<file path="src/rtl/wb_init_pkg.sv">
// Shared widths, command record and FSM state type for the Wishbone command initiator.
package wb_init_pkg;

    localparam int unsigned ADR_W = 17;
    localparam int unsigned DAT_W = 32;
    localparam int unsigned BE_W  = 4;

    // One queued bus command as it travels through the FIFO.
    typedef struct packed {
        logic             we;
        logic [ADR_W-1:0] adr;
        logic [DAT_W-1:0] dat;
        logic [BE_W-1:0]  be;
    } wb_cmd_t;

    typedef enum logic [1:0] {
        StIdle,
        StBus,
        StResp
    } wb_state_e;

endpackage

</file>
<file path="src/rtl/wb_cmd_fifo.sv">
// Small synchronous command FIFO; DEPTH must be a power of two so the pointers wrap naturally.
module wb_cmd_fifo
    import wb_init_pkg::*;
#(
    parameter int unsigned DEPTH = 2
) (
    input  logic                   clk_i,
    input  logic                   rst_ni,
    input  logic                   push_i,
    input  wb_cmd_t                wdata_i,
    input  logic                   pop_i,
    output wb_cmd_t                rdata_o,
    output logic                   full_o,
    output logic                   empty_o,
    output logic [$clog2(DEPTH):0] count_o
);
    localparam int unsigned PtrW = $clog2(DEPTH);
    localparam int unsigned CntW = PtrW + 1;

    wb_cmd_t         mem_q [DEPTH];
    logic [PtrW-1:0] wptr_q, wptr_d;
    logic [PtrW-1:0] rptr_q, rptr_d;
    logic [CntW-1:0] cnt_q, cnt_d;
    logic            do_push, do_pop;

    assign full_o  = (cnt_q == CntW'(DEPTH));
    assign empty_o = (cnt_q == '0);
    assign count_o = cnt_q;
    assign rdata_o = mem_q[rptr_q];

    // A full FIFO refuses pushes even when a pop frees a slot on the same edge.
    assign do_push = push_i && !full_o;
    assign do_pop  = pop_i && !empty_o;

    // Pointer and occupancy next-state.
    always_comb begin
        wptr_d = wptr_q;
        rptr_d = rptr_q;
        cnt_d  = cnt_q;
        if (do_push) begin
            wptr_d = wptr_q + PtrW'(1);
        end
        if (do_pop) begin
            rptr_d = rptr_q + PtrW'(1);
        end
        unique case ({do_push, do_pop})
            2'b10:   cnt_d = cnt_q + CntW'(1);
            2'b01:   cnt_d = cnt_q - CntW'(1);
            default: cnt_d = cnt_q;
        endcase
    end

    // Pointer and occupancy state.
    always_ff @(posedge clk_i or negedge rst_ni) begin
        if (!rst_ni) begin
            wptr_q <= '0;
            rptr_q <= '0;
            cnt_q  <= '0;
        end else begin
            wptr_q <= wptr_d;
            rptr_q <= rptr_d;
            cnt_q  <= cnt_d;
        end
    end

    // Storage needs no reset; occupancy decides what is valid.
    always_ff @(posedge clk_i) begin
        if (do_push) begin
            mem_q[wptr_q] <= wdata_i;
        end
    end

endmodule

</file>
<file path="src/rtl/wb_cmd_initiator.sv">
// Wishbone command initiator: buffers register commands from fabric logic and runs each one as
// a single-beat WBs_* cycle, returning exactly one response (data or timeout error) per command.
module wb_cmd_initiator
    import wb_init_pkg::*;
#(
    parameter int unsigned CMD_DEPTH   = 2,
    parameter int unsigned TIMEOUT_CYC = 255
) (
    input  logic             WB_CLK,
    input  logic             WB_RST_n,
    input  logic             cmd_valid,
    output logic             cmd_ready,
    input  logic             cmd_we,
    input  logic [ADR_W-1:0] cmd_adr,
    input  logic [DAT_W-1:0] cmd_dat,
    input  logic [BE_W-1:0]  cmd_be,
    output logic             rsp_valid,
    input  logic             rsp_ready,
    output logic [DAT_W-1:0] rsp_dat,
    output logic             rsp_err,
    output logic [ADR_W-1:0] WBm_ADR,
    output logic             WBm_CYC,
    output logic             WBm_STB,
    output logic             WBm_WE,
    output logic             WBm_RD,
    output logic [BE_W-1:0]  WBm_BYTE_STB,
    output logic [DAT_W-1:0] WBm_WR_DAT,
    input  logic [DAT_W-1:0] WBm_RD_DAT,
    input  logic             WBm_ACK,
    output logic             busy
);
    localparam int unsigned CntW    = $clog2(CMD_DEPTH) + 1;
    localparam logic [15:0] TmoLast = 16'(TIMEOUT_CYC - 1);

    wb_cmd_t         fifo_wdata, fifo_head;
    logic            fifo_push, fifo_pop, fifo_full, fifo_empty;
    logic [CntW-1:0] fifo_count;

    wb_state_e        state_q, state_d;
    logic [15:0]      tmo_q, tmo_d;
    logic             cyc_q, cyc_d;
    logic             we_q, we_d;
    logic             rd_q, rd_d;
    logic [ADR_W-1:0] adr_q, adr_d;
    logic [DAT_W-1:0] dat_q, dat_d;
    logic [BE_W-1:0]  be_q, be_d;
    logic             rsp_valid_q, rsp_valid_d;
    logic [DAT_W-1:0] rsp_dat_q, rsp_dat_d;
    logic             rsp_err_q, rsp_err_d;
    logic             load;

    assign cmd_ready  = !fifo_full;
    assign fifo_push  = cmd_valid && !fifo_full;
    assign fifo_wdata = '{we: cmd_we, adr: cmd_adr, dat: cmd_dat, be: cmd_be};

    wb_cmd_fifo #(
        .DEPTH(CMD_DEPTH)
    ) u_fifo (
        .clk_i  (WB_CLK),
        .rst_ni (WB_RST_n),
        .push_i (fifo_push),
        .wdata_i(fifo_wdata),
        .pop_i  (fifo_pop),
        .rdata_o(fifo_head),
        .full_o (fifo_full),
        .empty_o(fifo_empty),
        .count_o(fifo_count)
    );

    // Next-state for the bus FSM, watchdog and response registers.
    always_comb begin
        state_d     = state_q;
        tmo_d       = tmo_q;
        cyc_d       = cyc_q;
        we_d        = we_q;
        rd_d        = rd_q;
        adr_d       = adr_q;
        dat_d       = dat_q;
        be_d        = be_q;
        rsp_valid_d = rsp_valid_q;
        rsp_dat_d   = rsp_dat_q;
        rsp_err_d   = rsp_err_q;
        load        = 1'b0;
        fifo_pop    = 1'b0;

        unique case (state_q)
            StIdle: begin
                load = !fifo_empty;
            end
            StBus: begin
                if (WBm_ACK) begin
                    // ACK beats a timeout that expires on the same edge.
                    cyc_d       = 1'b0;
                    we_d        = 1'b0;
                    rd_d        = 1'b0;
                    rsp_valid_d = 1'b1;
                    rsp_dat_d   = rd_q ? WBm_RD_DAT : '0;
                    rsp_err_d   = 1'b0;
                    state_d     = StResp;
                end else if (tmo_q == TmoLast) begin
                    cyc_d       = 1'b0;
                    we_d        = 1'b0;
                    rd_d        = 1'b0;
                    rsp_valid_d = 1'b1;
                    rsp_dat_d   = '0;
                    rsp_err_d   = 1'b1;
                    state_d     = StResp;
                end else begin
                    tmo_d = tmo_q + 16'd1;
                end
            end
            StResp: begin
                if (rsp_ready) begin
                    rsp_valid_d = 1'b0;
                    if (fifo_empty) begin
                        state_d = StIdle;
                    end else begin
                        // Chain straight into the next cycle without an idle bubble.
                        load = 1'b1;
                    end
                end
            end
            default: begin
                state_d = StIdle;
            end
        endcase

        if (load) begin
            fifo_pop = 1'b1;
            cyc_d    = 1'b1;
            we_d     = fifo_head.we;
            rd_d     = !fifo_head.we;
            adr_d    = fifo_head.adr;
            dat_d    = fifo_head.dat;
            be_d     = fifo_head.be;
            tmo_d    = '0;
            state_d  = StBus;
        end
    end

    // FSM state and every registered bus/response output.
    always_ff @(posedge WB_CLK or negedge WB_RST_n) begin
        if (!WB_RST_n) begin
            state_q     <= StIdle;
            tmo_q       <= '0;
            cyc_q       <= 1'b0;
            we_q        <= 1'b0;
            rd_q        <= 1'b0;
            adr_q       <= '0;
            dat_q       <= '0;
            be_q        <= '0;
            rsp_valid_q <= 1'b0;
            rsp_dat_q   <= '0;
            rsp_err_q   <= 1'b0;
        end else begin
            state_q     <= state_d;
            tmo_q       <= tmo_d;
            cyc_q       <= cyc_d;
            we_q        <= we_d;
            rd_q        <= rd_d;
            adr_q       <= adr_d;
            dat_q       <= dat_d;
            be_q        <= be_d;
            rsp_valid_q <= rsp_valid_d;
            rsp_dat_q   <= rsp_dat_d;
            rsp_err_q   <= rsp_err_d;
        end
    end

    assign WBm_CYC      = cyc_q;
    assign WBm_STB      = cyc_q;
    assign WBm_WE       = we_q;
    assign WBm_RD       = rd_q;
    assign WBm_ADR      = adr_q;
    assign WBm_WR_DAT   = dat_q;
    assign WBm_BYTE_STB = be_q;
    assign rsp_valid    = rsp_valid_q;
    assign rsp_dat      = rsp_dat_q;
    assign rsp_err      = rsp_err_q;
    assign busy         = (fifo_count != '0) || (state_q != StIdle);

endmodule

</file>
<file path="config.mk">
export PLATFORM = sky130hd
export DESIGN_NAME = wb_cmd_initiator
export DESIGN_NICKNAME = d
export VERILOG_FILES = /design/src/rtl/wb_init_pkg.sv /design/src/rtl/wb_cmd_fifo.sv /design/src/rtl/wb_cmd_initiator.sv
export SDC_FILE = /design/constraint.sdc
export NUM_CORES = 1
export LEC_CHECK = 0
export BUFFER_PORTS_ARGS = -buffer_cell sky130_fd_sc_hd__buf_2
export CAP_MARGIN = 20
export CORE_MARGIN = 4
export CORE_UTILIZATION = 45
export DETAILED_ROUTE_END_ITERATION = 10
export PLACE_DENSITY = 0.79
export SLEW_MARGIN = 20
export SYNTH_ARGS = -nofsm -noshare
export SYNTH_HDL_FRONTEND = slang
export SYNTH_SLANG_ARGS = --single-unit
</file>
<file path="constraint.sdc">
create_clock -name WB_CLK -period 4.6 [get_ports WB_CLK]
set_clock_uncertainty 0.05 [all_clocks]
set_input_delay 0.46 -clock WB_CLK [delete_from_list [all_inputs] [get_ports WB_CLK]]
set_output_delay 0.46 -clock WB_CLK [all_outputs]
set_load 0.05 [all_outputs]
</file>
==> results.sh, run 1 <==
export IMPL_status="completed"
export IMPL_antenna_found_initial=5
export IMPL_power_frac_seq_pct=39.8
export IMPL_worst_slew_pin_slew_ns=0.991
export IMPL_netlist_area_um2=8130
export IMPL_crit_family="simple AND/OR/NAND/NOR gates"
export IMPL_fin_crit_ns=2.22
export IMPL_port_buffers=183
export IMPL_num_io_pins=184
export IMPL_power_mw=8.01
export IMPL_final_max_slew_violation_count=0
export IMPL_power_switching_mw=3.47
export IMPL_nFillCells=1412
export IMPL_finalWeightedCongestion=0.784
export IMPL_synth_seq_area_share_pct=74.4
export IMPL_r2r_setup_slack_ns=2.38
export IMPL_setup_tns_final_ns=0
export IMPL_maxCapViolations=0
export IMPL_synthCells=544
export IMPL_layout_worst_path_cycle_share_pct=48.2
export IMPL_cts_tree="yes"
export IMPL_relSlewSlack_pct=33.9
export IMPL_cts_setup_buffers=0
export IMPL_peakVddDrop_mv=0.591
export IMPL_path_clk_slew_ns=0.06
export IMPL_drive_gt1_share_pct=30.9
export IMPL_grt_max_degree=117
export IMPL_drc=0
export IMPL_core_area_um2=17500
export IMPL_cp_start_kind="flip-flop"
export IMPL_yosysWarnings=0
export IMPL_grt_pass1_vias=5086
export IMPL_synth_nets=638
export IMPL_cp_required_ns=4.69
export IMPL_hold_violations=0
export IMPL_die_area_um2=20300
export IMPL_ff_latch_area_um2=6050
export IMPL_num_rows=48
export IMPL_critPathMaxFanout=34
export IMPL_wl_per_cell_um=16.8
export IMPL_drtIter0Drc=237
export IMPL_syn_area_per_cell_um2=14.9
export IMPL_die_h_um=142
export IMPL_nNetsFinal=819
export IMPL_fmax_ghz=0.451
export IMPL_ctsResizeCount=0
export IMPL_vias=4900
export IMPL_totalWireLength_um=16200
export IMPL_first_pass_iters=4
export IMPL_swShare_pct=43.3
export IMPL_setup_viol=0
export IMPL_cts_buffers=22
export IMPL_antenna_cells=0
export IMPL_ys_types=40
export IMPL_clock_sinks=220
export IMPL_ys_ff_latch=220
export IMPL_pwr_share_clk_pct=20.6
export IMPL_p_leak_nw=4.40
export IMPL_overflow=0
export IMPL_critPathSlowestCell="nor2_4"
export IMPL_multi_input_area_um2=1930
export IMPL_p_int_mw=4.54
export IMPL_hold_path_class="input pin to asynchronous set/reset pin"
export IMPL_cts_hold_buffers=0
export IMPL_worstSetupPathType="flip-flop to flip-flop"
export IMPL_p_comb_share_pct=39.6
export IMPL_root_buffer="clkbuf_16"
export IMPL_clk_insertion_delay_late_ns=0.51
export IMPL_grt_setup_unrepaired="no"
export IMPL_arrival_ns=2.31
export IMPL_place_area_um2=9230
export IMPL_postRouteAntennaNets=0
export IMPL_grt_use_total_pct=15.9
export IMPL_stdcell_area_um2=9910
export IMPL_hpwl_um=10600
export IMPL_grt_pass1_wl_um=25900
export IMPL_crit_chain="nand2b_1 -> nand2_1 -> nor2_4 -> buf_4"
export IMPL_initial_core_util_pct=46.5
export IMPL_htreeDepth=1
export IMPL_die_w_um=142
export IMPL_critPathBufInv=1
export IMPL_clockBufferDepth=3
export IMPL_viasPerCell=5.08
export IMPL_cp_end_kind="flip-flop"
export IMPL_powerDensity_nw_per_um2=808
export IMPL_critPathMaxStageDelay_ns=0.55
export IMPL_area_delta_synth_final_pct=22.0
[worst paths after layout]
path                                         from                  end  cells after the start
worst max-delay path            u_fifo.count_o[0]  u_fifo.mem_q[0][49]                      4
worst min-delay path                     WB_RST_n       WBm_WR_DAT[21]                      1
worst max register to register  u_fifo.count_o[0]  u_fifo.mem_q[0][49]                      4
worst min register to register        WBm_ADR[12]          WBm_ADR[12]                      2
max in group asynchronous                WB_RST_n          rsp_dat[19]                      2
min in group WB_CLK                   cmd_dat[27]  u_fifo.mem_q[0][31]                      1
[state kept, by name (all words and copies together) (netlist names)]
signal	flops
u_fifo.wptr_q	1
state_q	2
WBm_RD	1
WBm_WR_DAT	32
WBm_BYTE_STB	4
u_fifo.rptr_q	1
rsp_err	1
rsp_valid	1
tmo_q	16
WBm_ADR	17
WBm_WE	1
u_fifo.mem_q	108
WBm_CYC	1
rsp_dat	32
u_fifo.count_o	2
[cell usage after synthesis]
cell type,number,area [um2]
a211oi_1,1,7.51
a21oi_1,4,20.0
a22o_1,32,280
a31o_1,1,8.76
and2b_2,1,8.76
and3_1,2,12.5
and4_1,1,8.76
buf_1,9,33.8
buf_2,3,15.0
buf_4,2,15.0
buf_6,3,33.8
clkbuf_1,13,48.8
dfrtp_1,112,2800
edfxtp_1,108,3240
ha_1,3,37.5
inv_1,3,11.3
inv_2,1,3.75
mux2i_1,55,551
nand2_1,64,240
nand2_4,1,11.3
nand2b_1,2,12.5
nand3_1,10,50.1
nand3b_1,1,7.51
nand4_1,3,18.8
nor2_1,13,48.8
nor2b_1,1,6.26
nor3_1,2,10.0
nor4_1,4,25.0
o211ai_1,3,22.5
o21a_1,1,7.51
o21ai_0,2,10.0
o21ai_1,59,295
o21bai_4,2,37.5
o31ai_1,4,30.0
or3_1,3,18.8
or3_4,1,11.3
or3b_1,1,8.76
or4_1,1,7.51
xnor2_1,5,43.8
xor2_1,7,61.3
[per-layer routing]
metal	global-route usage (%)	vias to the layer above	share of wire [%]
met4	3.80	10	1.9
met2	26.3	180	47
met3	5.01	36	8.8
met5	0	-	0.34
li1	-	2353	-
met1	20.7	2321	42
[through the flow]
stage	hold slack (ns)	setup WS, ns	utilization (%)	cells
2_1_floorplan	0.114	0.735	-	544
3_3_place_gp	0.416	2.38	52.8	926
3_5_place_dp	0.421	2.34	52.8	926
4_1_cts	0.0612	2.33	56.7	965
5_1_grt	0.0612	2.22	56.7	965
6_report	0.0416	2.38	56.7	965
[kinds of logic after synthesis]
logic type,synth area share [%]
compound gates,8.85
xor+xnor,1.29
fa+ha+maj,0.462
buf+inv,1.99
flops,74.4
mux,6.77
simple gates,6.24
[layout make-up]
cell class	count	area share, %
clock buffers	32	6.24
clock inverters	7	0.619
inverters	4	0.151
multi-input cells	290	19.5
flip-flops and latches	220	61.0
well taps	225	2.84
repair buffers	187	9.61
[placed cells by master, fill, tap and decap left out, types with 2 or more instances in the layout]
master	instances
clkbuf_1	7
xnor2_1	5
a21oi_1	4
nor2_1	12
o31ai_1	4
clkbuf_16	22
nor3_1	2
or3_4	2
nand2b_1	2
inv_1	3
buf_2	182
clkbuf_8	3
o211ai_1	3
nand4_1	3
buf_4	4
o21bai_4	2
edfxtp_1	108
or3_1	2
clkinv_2	4
ha_1	3
nor4_1	4
a22o_1	32
o21ai_0	2
nand2_1	64
and3_2	2
o21ai_1	59
xor2_1	7
mux2i_1	55
dfrtp_1	111
nand3_1	10
[power by group through the flow]
stage | Clock (mW) | Sequential (mW) | Combinational, mW
final | 1.65 | 3.19 | 3.17
after global routing | 1.79 | 3.27 | 3.40
after CTS | 1.69 | 3.20 | 3.21
after detailed placement | 0 | 3.22 | 3.21
after global placement | 0 | 3.21 | 3.14
after floorplan | 0 | 4.37 | 1.25
Note: power is estimated with default switching activity, not from simulation.
==> run 2, diff against run 1 <==
--- a/config.mk
+++ b/config.mk
@@ -10,7 +10,7 @@
 export CORE_MARGIN = 4
 export CORE_UTILIZATION = 45
 export DETAILED_ROUTE_END_ITERATION = 10
-export PLACE_DENSITY = 0.79
+export PLACE_DENSITY = 0.82
 export SLEW_MARGIN = 20
 export SYNTH_ARGS = -nofsm -noshare
 export SYNTH_HDL_FRONTEND = slang
==> constraint.sdc (replaced) <==
create_clock -name WB_CLK -period 1.9 [get_ports WB_CLK]
set_clock_uncertainty 0.05 [all_clocks]
set_input_delay 0.19 -clock WB_CLK [delete_from_list [all_inputs] [get_ports WB_CLK]]
set_output_delay 0.19 -clock WB_CLK [all_outputs]
set_load 0.05 [all_outputs]
==> run 2 against run 1 <==
  * The run now ends with setup timing left
  * Count of clock-buffer cells in the layout is 5 higher
  * Cell count is 13% higher
  * Sequential power is 140% higher
  * Critical path type unchanged
==> results.sh, run 2 (same netlist as run 1, synthesis figures left out) <==
export IMPL_antenna_found_initial=0
export IMPL_clock_sinks=220
export IMPL_post_route_util_pct=64.4
export IMPL_num_io_pins=184
export IMPL_path_clk_slew_ns=0.06
export IMPL_port_buffers=183
export IMPL_peakVddDrop_mv=1.35
export IMPL_worst_slew_pin_slew_ns=0.496
export IMPL_worstReg2RegStart="tmo_q[11]"
export IMPL_relSlewSlack_pct=66.9
export IMPL_totalWireLength_um=19500
export IMPL_drive_gt1_share_pct=30.4
export IMPL_vias=5539
export IMPL_setup_slack_ns=-0.0568
export IMPL_clk_insertion_delay_late_ns=0.51
export IMPL_fin_hold_ws_ns=0.143
export IMPL_cp_required_ns=2.23
export IMPL_fmax_ghz=0.511
export IMPL_critPathMaxFanout=5
export IMPL_viasPerCell=5.07
export IMPL_die_w_um=142
export IMPL_status="finished with violations"
export IMPL_dp_worst_setup_slack_ns=-0.0518
export IMPL_nNetsFinal=942
export IMPL_arrival_ns=2.29
export IMPL_area_delta_synth_final_pct=38.5
export IMPL_powerDensity_nw_per_um2=1810
export IMPL_postRouteAntennaNets=0
export IMPL_final_common_cell="buf_2"
export IMPL_fin_crit_ns=1.96
export IMPL_setup_tns_final_ns=-0.249
export IMPL_grt_setup_unrepaired="yes"
export IMPL_first_pass_iters=4
export IMPL_grt_max_degree=77
export IMPL_setup_viol=13
export IMPL_cts_tree="yes"
export IMPL_root_buffer="clkbuf_16"
export IMPL_finalWeightedCongestion=0.805
export IMPL_cts_buffers=23
export IMPL_nFillCells=1201
export IMPL_hold_violations=0
export IMPL_layout_common_cells="182 x buf_2, 111 x dfrtp_1, 108 x edfxtp_1"
export IMPL_dp_cells=951
export IMPL_worstSetupStartpoint="tmo_q[11]"
export IMPL_worstSetupPathType="flip-flop to flip-flop"
export IMPL_num_rows=48
export IMPL_grt_pass1_vias=6091
export IMPL_multi_input_area_um2=1960
export IMPL_p_leak_nw=5.02
export IMPL_violations="setup timing"
export IMPL_cp_start_kind="flip-flop"
export IMPL_final_cell_count_no_fill=1093
export IMPL_drtIter0Drc=254
export IMPL_drc=0
export IMPL_largest_register_ffs=108
export IMPL_place_area_um2=9560
export IMPL_hold_path_class="input pin to asynchronous set/reset pin"
export IMPL_layout_worst_path_cycle_share_pct=103
export IMPL_grt_pass1_wl_um=30900
export IMPL_ff_latch_area_um2=6050
export IMPL_clockBufferDepth=3
export IMPL_htreeDepth=1
export IMPL_power_mw=20.4
export IMPL_core_area_um2=17500
export IMPL_regMostFlops="u_fifo.mem_q"
export IMPL_stdcell_area_um2=11300
export IMPL_overflow=0
export IMPL_final_max_slew_violation_count=0
export IMPL_hpwl_um=10900
export IMPL_cp_end_kind="flip-flop"
export IMPL_die_area_um2=20300
export IMPL_grt_use_total_pct=19.0
export IMPL_wl_per_cell_um=17.9
export IMPL_initial_core_util_pct=46.5
export IMPL_die_h_um=142
export IMPL_maxCapViolations=0
-- run 2: worst max-delay path, cell delays in order (launching register included) --
cell and delay (ns):
dfrtp_1 0.37, or3_1 0.36, or3_4 0.37, buf_12 0.14, o21bai_4 0.24, buf_4 0.16, or4_1 0.10, a21oi_1 0.06
-- run 2: layout make-up --
cell class / count / area share [%]
clock inverter: 4 / 0.345
inverter: 4 / 0.133
clock buffer: 37 / 5.76
antenna: 4 / 0.0889
tap: 225 / 2.50
multi-input combinational: 290 / 17.4
timing repair buffer: 309 / 20.0
sequential: 220 / 53.7
-- run 2: path summary, 6_finish.rpt --
kind	endpoint	slack [ns]	cells past startpoint
min in group WB_CLK	u_fifo.mem_q[1][13]	0.35	2
worst min register to register	WBm_WR_DAT[31]	0.43	2
worst max-delay path	tmo_q[6]	-0.06	7
worst min-delay path	WBm_WR_DAT[27]	0.14	2
worst max register to register	tmo_q[6]	-0.06	7
max in group asynchronous	tmo_q[8]	1.02	3
-- run 2: metal layers --
| metal | GRT usage [%] | wire length [um] | vias up |
|---|---|---|---|
| li1 | - | - | 2612 |
| met1 | 23.2 | 7770 | 2661 |
| met2 | 33.5 | 9900 | 217 |
| met3 | 4.13 | 1260 | 49 |
| met4 | 6.40 | 620 | 0 |
| met5 | 0 | 0 | - |
-- run 2: timing repair --
| item | 4_1_cts | 5_1_grt |
|---|---|---|
| buffers inserted | 0 | 4 |
| pin swaps | 0 | 6 |
| gates resized for setup | 0 | 3 |
| endpoints found under the setup margin | 38 | 47 |
| cloned | 0 | 3 |
| hold endpoints to repair | 184 | 0 |
| hold buffers | 90 | 0 |
-- run 2: where the power goes --
| part | internal (mW) | leakage (nW) | switching (mW) |
|---|---|---|---|
| sequential | 6.69 | 2.43 | 0.847 |
| clock | 2.35 | 0.334 | 1.75 |
| combinational | 2.56 | 2.26 | 6.17 |
==> run 3, diff against run 2 <==
--- a/config.mk
+++ b/config.mk
@@ -10,8 +10,9 @@
 export CORE_MARGIN = 4
 export CORE_UTILIZATION = 45
 export DETAILED_ROUTE_END_ITERATION = 10
-export PLACE_DENSITY = 0.82
+export PLACE_DENSITY = 0.81
 export SLEW_MARGIN = 20
 export SYNTH_ARGS = -nofsm -noshare
 export SYNTH_HDL_FRONTEND = slang
+export SYNTH_HIERARCHICAL = 1
 export SYNTH_SLANG_ARGS = --single-unit
==> run 3 against run 2 <==
  * The run still ends with setup timing left
  * Critical path depth down 2
  * Non-clock buffer count up 1
  * Fmax down 4.1%
  * Global-route usage up 0.13 points
  * Die area up 6.4%
  * Cell count up 9.0%
  * Routed wire length up 8.6%
  * Largest power group unchanged
  * Worst hold slack worse by 0.078 ns
==> results.sh, run 3 <==
export IMPL_status="finished with violations"
export IMPL_violations="setup timing"
export IMPL_cp_end_kind="flip-flop"
export IMPL_synth_edf_count=108
export IMPL_die_area_um2=21600
export IMPL_root_buffer="clkbuf_16"
export IMPL_synthTopCellsByCount="176 x nand2_1, 112 x dfrtp_1, 108 x edfxtp_1, 49 x mux2_4, 32 x a22o_1"
export IMPL_worstSetupPathType="flip-flop to flip-flop"
export IMPL_totalWireLength_um=21200
export IMPL_viasPerCell=4.99
export IMPL_relSlewSlack_pct=61.8
export IMPL_fmax_ghz=0.490
export IMPL_hold_path_class="input pin to flip-flop"
export IMPL_layout_common_cells="181 x buf_2, 173 x nand2_1, 111 x dfrtp_1"
export IMPL_synth_seq_area_share_pct=69.7
export IMPL_synth_top_cell_area_share_pct=37.4
export IMPL_initial_core_util_pct=46.1
export IMPL_wl_per_cell_um=17.8
export IMPL_grt_max_degree=71
export IMPL_place_area_um2=10100
export IMPL_cts_buffers=23
export IMPL_finalWeightedCongestion=0.811
export IMPL_synth_nets=699
export IMPL_hpwl_um=11700
export IMPL_cts_tree="yes"
export IMPL_port_buffers=183
export IMPL_dp_worst_setup_slack_ns=-0.180
export IMPL_ys_ff_latch=220
export IMPL_crit_chain="or4_4 -> nor4_4 -> buf_6 -> o21ai_4 -> a22o_1"
export IMPL_syn_area_per_cell_um2=14.3
export IMPL_stdcell_area_um2=11900
export IMPL_critPathMaxStageDelay_ns=0.56
export IMPL_clockBufferDepth=3
export IMPL_layout_worst_path_cycle_share_pct=107
export IMPL_die_h_um=147
export IMPL_fin_crit_ns=2.04
export IMPL_setup_slack_ns=-0.140
export IMPL_critPathMaxFanout=18
export IMPL_num_io_pins=184
export IMPL_die_w_um=147
export IMPL_final_cell_count_no_fill=1191
export IMPL_grt_pass1_vias=6246
export IMPL_powerDensity_nw_per_um2=1790
export IMPL_path_clk_slew_ns=0.06
export IMPL_power_mw=21.2
export IMPL_grt_pass1_wl_um=33300
export IMPL_drtIter0Drc=290
export IMPL_drc=0
export IMPL_peakVddDrop_mv=1.07
export IMPL_overflow=0
export IMPL_antenna_found_initial=1
export IMPL_cp_required_ns=2.22
export IMPL_drive_gt1_share_pct=36.5
export IMPL_largest_register_ffs=108
export IMPL_nNetsFinal=1007
export IMPL_final_common_cell="buf_2"
export IMPL_clock_sinks=220
export IMPL_grt_setup_unrepaired="yes"
export IMPL_first_pass_iters=5
export IMPL_maxCapViolations=0
export IMPL_htreeDepth=1
export IMPL_grt_use_total_pct=19.1
export IMPL_setup_viol=45
export IMPL_core_area_um2=18800
export IMPL_postRouteAntennaNets=0
export IMPL_yosysTopAreaCell="edfxtp_1"
export IMPL_synthTopCellsByArea="edfxtp_1 37%, dfrtp_1 32%, mux2_4 8.5%"
export IMPL_synth_ff_type="dfrtp_1"
export IMPL_area_delta_synth_final_pct=36.8
export IMPL_ys_types=43
export IMPL_p_leak_nw=5.42
export IMPL_worst_slew_pin_slew_ns=0.571
export IMPL_final_max_slew_violation_count=0
export IMPL_regMostFlops="u_fifo/mem_q"
export IMPL_num_rows=50
export IMPL_critPathSlowestCell="or4_4"
export IMPL_yosysWarnings=6
export IMPL_setup_tns_final_ns=-4.51
export IMPL_synthMostInstantiatedCell="nand2_1"
export IMPL_clk_insertion_delay_late_ns=0.50
export IMPL_dp_cells=1047
export IMPL_vias=5946
export IMPL_synth_async_reset_ratio_pct=50.9
export IMPL_synthCells=605
export IMPL_arrival_ns=2.36
export IMPL_cp_start_kind="flip-flop"
export IMPL_netlist_area_um2=8680
export IMPL_hold_violations=0
-- run 3: cell families (layout without fill, tap and decap cells) --
family / count (synthesis) / in the layout / synth area share (%)
mux: 58 / 58 / 9.59
compound gates: 57 / 60 / 5.18
xor+xnor: 8 / 8 / 0.808
flops: 220 / 220 / 69.7
buf+inv: 36 / 358 / 2.97
simple gates: 223 / 223 / 11.3
other cells: 0 / 1 / 0
fa+ha+maj: 3 / 3 / 0.433
-- run 3: through the flow --
step,hold slack [ns],utilization (%)
2_1_floorplan,-0.156,-
3_3_place_gp,0.0835,53.5
3_5_place_dp,0.0798,53.5
4_1_cts,0.0158,62.5
5_1_grt,0.0543,63.0
6_report,0.0641,63.0
-- run 3: worst max-delay path, delay by kind of cell, from the launching register on --
family / cells / cell delay, ns
AND/OR/NAND/NOR: 2 / 0.88
buffers and inverters: 1 / 0.18
flip-flops: 1 / 0.38
AO/OA/AOI/OAI: 2 / 0.42
-- run 3: timing repair --
item,CTS,global route
hold endpoints to repair,253,0
setup buffers,8,3
setup endpoints to repair,43,53
cloned,2,1
pin swaps,7,9
hold buffers,88,0
gates resized for setup,8,17
-- run 3: where the power goes --
group          switching, mW  total [mW]  internal (mW)  leakage [nW]
logic                   6.42        9.51           3.09          2.67
clock network           1.76        4.12           2.36         0.331
registers              0.901        7.60           6.70          2.42
total                   9.09        21.2           12.1          5.42
-- run 3: area by class of cell --
cell class,instances,area [um2]
diodes,1,2.50
repair buffers,310,2260
clock buffers,28,594
clock inverters,14,95.1
fillers,1334,6960
inverters,6,22.5
multi-input cells,352,2520
well taps,260,325
flip-flops and latches,220,6050
-- run 3: final timing paths --
check,slack (ns),from,to,cells after the start
min reg2reg,0.42,WBm_WR_DAT[19],WBm_WR_DAT[19],2
max in group asynchronous,0.98,WB_RST_n,WBm_WR_DAT[15],3
min in group asynchronous,0.10,WB_RST_n,WBm_WR_DAT[5],2
max,-0.14,tmo_q[8],rsp_dat[23],5
max reg2reg,-0.14,tmo_q[8],rsp_dat[23],5
min,0.06,WBm_ACK,rsp_err,2
-- run 3: metal layers --
layer / vias up / track usage, % / part of all wire [%]
met1: 2923 / 23.3 / 39
met4: 0 / 4.80 / 2.4
li1: 2765 / - / -
met3: 42 / 3.98 / 5.9
met2: 216 / 34.6 / 52
met5: - / 0 / 0
